File: config.mk
export PLATFORM = sky130hd
export DESIGN_NAME = stream_source
export DESIGN_NICKNAME = d
export VERILOG_FILES = /design/src/rtl/stream_source.sv
export SDC_FILE = /design/constraint.sdc
export NUM_CORES = 1
export LEC_CHECK = 0
export CAP_MARGIN = 25
export CORE_ASPECT_RATIO = 1.25
export CORE_MARGIN = 2
export CORE_UTILIZATION = 50
export CTS_CLUSTER_SIZE = 12
export DETAILED_ROUTE_END_ITERATION = 10
export GPL_TIMING_DRIVEN = 0
export HOLD_SLACK_MARGIN = 0.08
export PLACE_DENSITY = 0.68
export SYNTH_ARGS = -nofsm -noshare
export SYNTH_HDL_FRONTEND = slang
export SYNTH_SLANG_ARGS = --single-unit
File: constraint.sdc
create_clock -name clock -period 4.07 [get_ports clock]
set_input_delay 0.814 -clock clock [delete_from_list [all_inputs] [get_ports clock]]
set_output_delay 0.814 -clock clock [all_outputs]
set_load 0.03 [all_outputs]
File: src/rtl/stream_source.sv
// stream_source: buffers pixel vectors from a valid/ready producer in a FIFO and replays them
// as a raster-timed stream over a W_WIDTH x W_HEIGHT frame with a WIDTH x HEIGHT active region.
// Optional: define STREAM_SOURCE_BLANK_HOLD_EN to hold the last active pixel during blanking.
module stream_source #(
    parameter int unsigned WIDTH      = 64,
    parameter int unsigned HEIGHT     = 48,
    parameter int unsigned W_WIDTH    = 80,
    parameter int unsigned W_HEIGHT   = 52,
    parameter int unsigned BIT_WIDTH  = 8,
    parameter int unsigned UNITS      = 1,
    parameter int unsigned FIFO_DEPTH = 16,
    parameter int unsigned PREFILL    = 8,
    localparam int unsigned DW = BIT_WIDTH * UNITS,
    localparam int unsigned VW = (W_HEIGHT > 1) ? $clog2(W_HEIGHT) : 1,
    localparam int unsigned HW = (W_WIDTH > 1) ? $clog2(W_WIDTH) : 1
) (
    input  logic          clock,
    input  logic          n_rst,
    input  logic          start,
    input  logic          in_valid,
    output logic          in_ready,
    input  logic [DW-1:0] in_pixels,
    output logic          out_enable,
    output logic [DW-1:0] out_pixels,
    output logic [VW-1:0] out_vcnt,
    output logic [HW-1:0] out_hcnt,
    output logic          busy,
    output logic          underflow
);

    localparam int unsigned PW = $clog2(FIFO_DEPTH);
    localparam int unsigned CW = PW + 1;

    localparam logic [VW-1:0] VLast    = VW'(W_HEIGHT - 1);
    localparam logic [HW-1:0] HLast    = HW'(W_WIDTH - 1);
    localparam logic [VW:0]   HeightX  = (VW + 1)'(HEIGHT);
    localparam logic [HW:0]   WidthX   = (HW + 1)'(WIDTH);
    localparam logic [CW-1:0] PrefillC = CW'(PREFILL);
    localparam logic [CW-1:0] DepthC   = CW'(FIFO_DEPTH);

    typedef enum logic [1:0] {StIdle, StPrefill, StRun} state_e;

    state_e        state_q;
    logic [CW-1:0] count_q, count_d;
    logic [PW-1:0] wr_ptr_q, rd_ptr_q;
    logic [DW-1:0] mem_q [FIFO_DEPTH];
    logic          in_ready_q;
    logic          out_enable_q;
    logic [DW-1:0] out_pixels_q;
    logic [VW-1:0] vcnt_q, nv;
    logic [HW-1:0] hcnt_q, nh;
    logic          busy_q;
    logic          underflow_q;

    logic          push, pop, load, active, at_end, fifo_empty;
    logic [DW-1:0] head, blank_px;

    assign head       = mem_q[rd_ptr_q];
    assign fifo_empty = (count_q == '0);

    // Next raster coordinate, whether it is loaded this edge, and the resulting FIFO handshake.
    always_comb begin
        push   = in_valid && in_ready_q;
        at_end = (vcnt_q == VLast) && (hcnt_q == HLast);
        load   = 1'b0;
        nv     = '0;
        nh     = '0;
        case (state_q)
            StPrefill: load = (count_q >= PrefillC);
            StRun: begin
                if (at_end) begin
                    // Back-to-back frame only if start is held at the last coordinate.
                    load = start;
                end else begin
                    load = 1'b1;
                    if (hcnt_q == HLast) begin
                        nv = vcnt_q + 1'b1;
                    end else begin
                        nv = vcnt_q;
                        nh = hcnt_q + 1'b1;
                    end
                end
            end
            default: load = 1'b0;
        endcase
        active  = ({1'b0, nv} < HeightX) && ({1'b0, nh} < WidthX);
        pop     = load && active && !fifo_empty;
        count_d = count_q;
        if (push && !pop) begin
            count_d = count_q + 1'b1;
        end else if (!push && pop) begin
            count_d = count_q - 1'b1;
        end
    end

    // FIFO pointers, occupancy and registered ready.
    always_ff @(posedge clock or negedge n_rst) begin
        if (!n_rst) begin
            wr_ptr_q   <= '0;
            rd_ptr_q   <= '0;
            count_q    <= '0;
            in_ready_q <= 1'b0;
        end else begin
            if (push) wr_ptr_q <= wr_ptr_q + 1'b1;
            if (pop)  rd_ptr_q <= rd_ptr_q + 1'b1;
            count_q    <= count_d;
            in_ready_q <= (count_d != DepthC);
        end
    end

    // FIFO storage; contents are don't-care once the pointers reset.
    always_ff @(posedge clock) begin
        if (push) mem_q[wr_ptr_q] <= in_pixels;
    end

`ifdef STREAM_SOURCE_BLANK_HOLD_EN
    logic [DW-1:0] last_q;

    // Remember the last real pixel popped this run; cleared whenever idle.
    always_ff @(posedge clock or negedge n_rst) begin
        if (!n_rst) begin
            last_q <= '0;
        end else if (state_q == StIdle) begin
            last_q <= '0;
        end else if (pop) begin
            last_q <= head;
        end
    end

    assign blank_px = last_q;
`else
    assign blank_px = '0;
`endif

    // Control FSM with registered stream outputs.
    always_ff @(posedge clock or negedge n_rst) begin
        if (!n_rst) begin
            state_q      <= StIdle;
            busy_q       <= 1'b0;
            underflow_q  <= 1'b0;
            out_enable_q <= 1'b0;
            out_pixels_q <= '0;
            vcnt_q       <= '0;
            hcnt_q       <= '0;
        end else begin
            case (state_q)
                StIdle: begin
                    if (start) begin
                        state_q     <= StPrefill;
                        busy_q      <= 1'b1;
                        underflow_q <= 1'b0;
                    end
                end
                StPrefill: begin
                    if (load) state_q <= StRun;
                end
                StRun: begin
                    if (!load) begin
                        state_q <= StIdle;
                        busy_q  <= 1'b0;
                    end
                end
                default: state_q <= StIdle;
            endcase

            if (load) begin
                out_enable_q <= 1'b1;
                vcnt_q       <= nv;
                hcnt_q       <= nh;
                if (!active) begin
                    out_pixels_q <= blank_px;
                end else if (!fifo_empty) begin
                    out_pixels_q <= head;
                end else begin
                    // Timing never stalls: emit zero and flag it.
                    out_pixels_q <= '0;
                    underflow_q  <= 1'b1;
                end
            end else begin
                out_enable_q <= 1'b0;
                out_pixels_q <= '0;
                vcnt_q       <= '0;
                hcnt_q       <= '0;
            end
        end
    end

    assign in_ready   = in_ready_q;
    assign out_enable = out_enable_q;
    assign out_pixels = out_pixels_q;
    assign out_vcnt   = vcnt_q;
    assign out_hcnt   = hcnt_q;
    assign busy       = busy_q;
    assign underflow  = underflow_q;

endmodule

Word-level counts from Yosys, hierarchy flattened. Memories as Yosys holds them, arrays and structs flattened. Index checks and enable logic that the tools add are counted. W data, S select, Z words.

$add $sub $neg: 6. Magnitude comparators: 3. Equality and inequality tests: 8. Multiplexer cells: 30. Reduce and logical (&&, ||, !) cells: 15.

Operators with widths (number): $mux W7 (4); $mux W6 (4); $mux W8 (3); $mux W1 (11); $mux W5 (2); $add A4 B1 Y4 const B (2); $add A7 B1 Y7 const B (1); $eq A7 B7 Y1 const B (1); $logic_and A1 B1 Y1 (7); $lt A7 B7 Y1 const B (1); $add A6 B1 Y6 const B (1); $eq A6 B6 Y1 const B (1); $lt A6 B6 Y1 const B (1); $mux W2 (3); $ne A2 B2 Y1 const B (3); $pmux W2 S3 (1); $reduce_and A3 Y1 (2); $add A5 B1 Y5 const B (1); $ge A5 B4 Y1 const B (1); $logic_not A5 Y1 (1); $ne A5 B5 Y1 const B (1); $sub A5 B1 Y5 const B (1); $pmux W1 S2 (2); $logic_not A1 Y1 (3); 4 further kinds (4).

Flip-flop bits (word level): 40. Memory bits (writable): 128. Logic and storage cells: 74. Memories: 1.

Memories: mem_q (words 16, width 8, rd ports 1, clocked after memory_dff 0, wr ports 1, RTL line 46) `logic [DW-1:0] mem_q [FIFO_DEPTH];`.

Depth between registers and ports, before layout.
Depth in word-level cells: 12. Mapped depth: 11. Mapped depth without buffers: 9.

Worst setup path after synthesis. No wires, ideal clock.

Kind: register to register. Start point: reg hcnt_q[0], in the netlist out_hcnt[0]. End point: reg in_ready_q, in the netlist in_ready. Library setup time: 134 ps. Arrival time: 2423 ps. Required time: 3936 ps. Slack: 1512 ps. Cell stages (with the launch flop): 11. Path buffers: 2. Clock period less this slack: 2558 ps. Cells stage by stage: dfrtp_1 ha_1 and3_1 buf_2 nand2_1 a311oi_2 o211ai_2 buf_6 or3_1 o211ai_1 nand4bb_1.

Cells in the longest elaborated chain, start to end: 12.

RTL lines: start: declaration (RTL line 51) `logic [HW-1:0] hcnt_q, nh;`; start signal: assignment (RTL line 169) `hcnt_q <= nh;`; $add A7 B1 Y7 / $eq A7 B7 Y1 (equally long branches) (RTL line 80, 64, 76); $mux W7 (tied with other cells) (RTL line 76) `if (hcnt_q == HLast) begin`; $mux W7 / $mux W6 (equally long branches) (RTL line 71) `if (at_end) begin`; $mux W7 / $mux W6 (equally long branches) (RTL line 68) `case (state_q)`; $lt A7 B7 Y1 / $lt A6 B6 Y1 (equally long branches) (RTL line 86) `active = ({1'b0, nv} < HeightX) && ({1'b0, nh} < WidthX);`; $logic_and A1 B1 Y1 (RTL line 86); $logic_and A1 B1 Y1 * (2 in a row) (RTL line 87) `pop = load && active && !fifo_empty;`; $logic_and A1 B1 Y1 / $logic_not A1 Y1 (equally long branches) (RTL line 91, 89); $mux W5 / $logic_and A1 B1 Y1 (equally long branches) (RTL line 91, 89); $mux W5 * (RTL line 89) `if (push && !pop) begin`; $ne A5 B5 Y1 * (RTL line 107) `in_ready_q <= (count_d != DepthC);`; end signal: assignment (RTL line 107); end: declaration (RTL line 47) `logic in_ready_q;`.

Mark *: on every way between the ends. The rest lies on a longest branch, timed or not. A chain may end at the register's enable or synchronous reset.

Worst setup path after layout.
Start point: reg rd_ptr_q[1]. End point: reg out_pixels_q[7], in the netlist out_pixels[7].

Cells in the longest elaborated chain, start to end: 4.

RTL lines: start: declaration (RTL line 45) `logic [PW-1:0] wr_ptr_q, rd_ptr_q;`; start signal: assignment (RTL line 105) `if (pop) rd_ptr_q <= rd_ptr_q + 1'b1;`; $mem_v2 Z16 W8; $mux W8 (RTL line 172) `end else if (!fifo_empty) begin`; $mux W8 (RTL line 170) `if (!active) begin`; $mux W8 (RTL line 166) `if (load) begin`; end signal: assignment (RTL line 171) `out_pixels_q <= blank_px;`; end: declaration (RTL line 49) `logic [DW-1:0] out_pixels_q;`.

Every way passes these cells.

==> out/results.ini <==
[outcome]
status = finished clean

[sta]
hold_viol = 0
worst_clock_skew_ps = 5.32
fin_crit_sh = 0.742
fin_setup_tns_ps = 0
setup_violations = 0
fin_crit_ps = 3020
tightestPinTransition_ps = 722
max_freq_ghz = 0.331
slew_headroom = 0.519
slew_viol_final = 0
rsz0062_at_grt = no

[place]
gp_congestion = 0.812
hpwl_mm = 9.34
portBuffers = 36
dp.cells = 639

[final_layout]
fin_nets = 510
layout_commonest_cell = edfxtp_1
layoutNonFillerInstCount = 671
num_antenna_cells = 0
layout-drive-gt1-share = 0.155
seq_area_mm2 = 0.00484
nFillCells = 1049
syn_to_final_growth_pct = 16.5
layout_common_cells = edfxtp_1, dfrtp_1, clkdlybuf4s50_1, mux4_2, nand2_1
multi_input_area_mm2 = 0.00209

[synthesis]
syn-cell-area_mm2 = 0.00706
synth-edff-count = 128
synth_ff_type = edfxtp_1
ys_ff_latch = 168
synth_nets = 454
synth_top_area_share = 0.545
yosysWarnings = 0
synthDistinctLibCells = 48
yosys-top-cells-area = edfxtp_1, dfrtp_1, mux4_2
yosysSeqAreaShare = 0.687
syn_area_per_cell_um2 = 16.5
synth-async-reset-ratio = 0.238
yosys.area.top_type = edfxtp_1
syn_inst = 427

[critical_path]
worstSetupPathType = reg2reg
cp_max_fo = 10
end_kind = register
crit_arrival_ps = 3320
cp_cell_sequence = clkbuf_1 -> buf_1 -> clkbuf_1 -> nand2_1 -> o21ai_0 -> a21oi_1 -> o21ai_0 -> a21oi_1
critical_path_buf_inv_count = 3
critPathLaunchType = register
critPathTopFamily = buffers and inverters
critPathMaxStageDelay_ps = 590
critPathRequiredTime_ps = 4370
crit_slowest_cell = clkbuf_1

[clock_network]
cts_resized = 0
post_cts_buffers = 0
clkSlewWorstSetupHoldPaths_ps = 60
clock_path_buffers = 2
cts.sinks = 168
cts.htree.levels = 4
clockRootBuffer = clkbuf_16
postCtsHoldBufs = 0
cts_buffers = 17
cts_tree = yes
clock_latency_ps = 420

[routing]
drtPass1Iterations = 4
dr_total_vias = 3839
routed_wl_mm = 13.6
drtIter0Drc = 236
vias_per_cell = 5.72
wl_per_cell_um = 20.3
ant_nets = 0
drc = 0

[power]
power-per-cell-area_mw_per_mm2 = 661
sequentialPowerShare = 0.410
pwr-share-clk = 0.282
irDropWorstVdd_uv = 400
power.switching_mw = 1.69
p_int_mw = 3.75
power.leakage_nw = 2.94
combPwrFrac = 0.308
swShare = 0.311

[global_routing]
grt_max_degree = 22
grt_pass1_vias = 4029
grt_use_met3 = 0.0476
met1_usage = 0.250
busiest_layer = met2
grt.total_usage = 0.200
met2_usage = 0.343
antenna_found_initial = 0
grt_overflow = 0
grt_pass1_wl_mm = 21.7

[floorplan]
std_cell_rows = 48
fp.dieH_um = 137
die_area_mm2 = 0.0151
die_w_um = 110
start_util = 0.511
io_pins = 37
coreArea_mm2 = 0.0138

[run]
max_cap_violations = 0

[hold_path]
hp-class = in2async

path summary, 6_finish.rpt:
path | from | to | slack [ps] | cells past startpoint
max | rd_ptr_q[1] | out_pixels[7] | 1050 | 8
min | n_rst | out_hcnt[3] | 380 | 1
min reg2reg | out_hcnt[0] | out_hcnt[0] | 500 | 1
max reg2reg | rd_ptr_q[1] | out_pixels[7] | 1050 | 8
min in group clock | out_hcnt[0] | out_hcnt[0] | 500 | 1
max in group asynchronous | n_rst | wr_ptr_q[0] | 3190 | 2
power by group through the flow:
| stage | clock network (mW) | logic [mW] | registers (mW) |
|---|---|---|---|
| floorplan | 0 | 1.12 | 2.32 |
| global placement | 0 | 1.64 | 2.25 |
| detailed placement | 0 | 1.69 | 2.26 |
| CTS | 1.55 | 1.70 | 2.23 |
| global route | 1.63 | 1.84 | 2.26 |
| finish | 1.53 | 1.68 | 2.23 |
cell families (layout without fill, tap and decap cells):
group,Yosys count,count (layout),synth area share
AO/OA/AOI/OAI,53,53,0.0482
AND/OR/NAND/NOR,94,94,0.0754
buffers and inverters,28,97,0.0170
adder cells (fa/ha/maj),17,17,0.0294
multiplexers,52,52,0.125
XOR/XNOR,15,15,0.0186
flip-flops,168,168,0.687
cell usage after synthesis, drive strengths merged (3+ instances only):
library cell  count
nand3             4
xnor2            11
nand2            22
xor2              4
and2             14
and3             10
mux4             28
nor2b             7
o21ai            18
inv              12
a22oi             6
dfrtp            40
nor2             16
a21oi            14
ha               15
mux2              7
buf               9
o211ai            3
a221oi            5
mux2i            17
clkbuf            7
edfxtp          128
nor3              4
metrics by stage:
stage          area, µm²  hold WS [ps]  total power [mW]   util  worst slack (ps)
2_1_floorplan       7060           481              3.44      -              1510
3_3_place_gp        7630           481              3.89  0.553               994
3_5_place_dp        7660           499              3.95  0.554              1050
4_1_cts             8220           392              5.48  0.595              1020
5_1_grt             8220           416              5.72  0.595               833
6_report            8220           383              5.44  0.595              1050
area by class of cell:
| type | instances | area share |
|---|---|---|
| well taps | 175 | 0.0266 |
| clock buffers | 19 | 0.0527 |
| flip-flops and latches | 168 | 0.589 |
| inverters | 12 | 0.00548 |
| repair buffers | 37 | 0.0466 |
| clock inverters | 13 | 0.0160 |
| multi-input cells | 231 | 0.254 |
| plain buffers | 16 | 0.00913 |
sequential cells by signal, indices dropped and copies added (netlist names):
signal and flops:
mem_q 128, out_pixels 8, out_hcnt 7, out_vcnt 6
count_q 5, rd_ptr_q 4, wr_ptr_q 4, state_q 2
busy 1, in_ready 1, out_enable 1, underflow 1
routing by layer:
metal	vias to the layer above	share of wire
met1	1981	0.42
met5	-	0
met3	15	0.030
met4	0	0.014
met2	77	0.54
li1	1766	-
(Power assumes the default switching activity.)
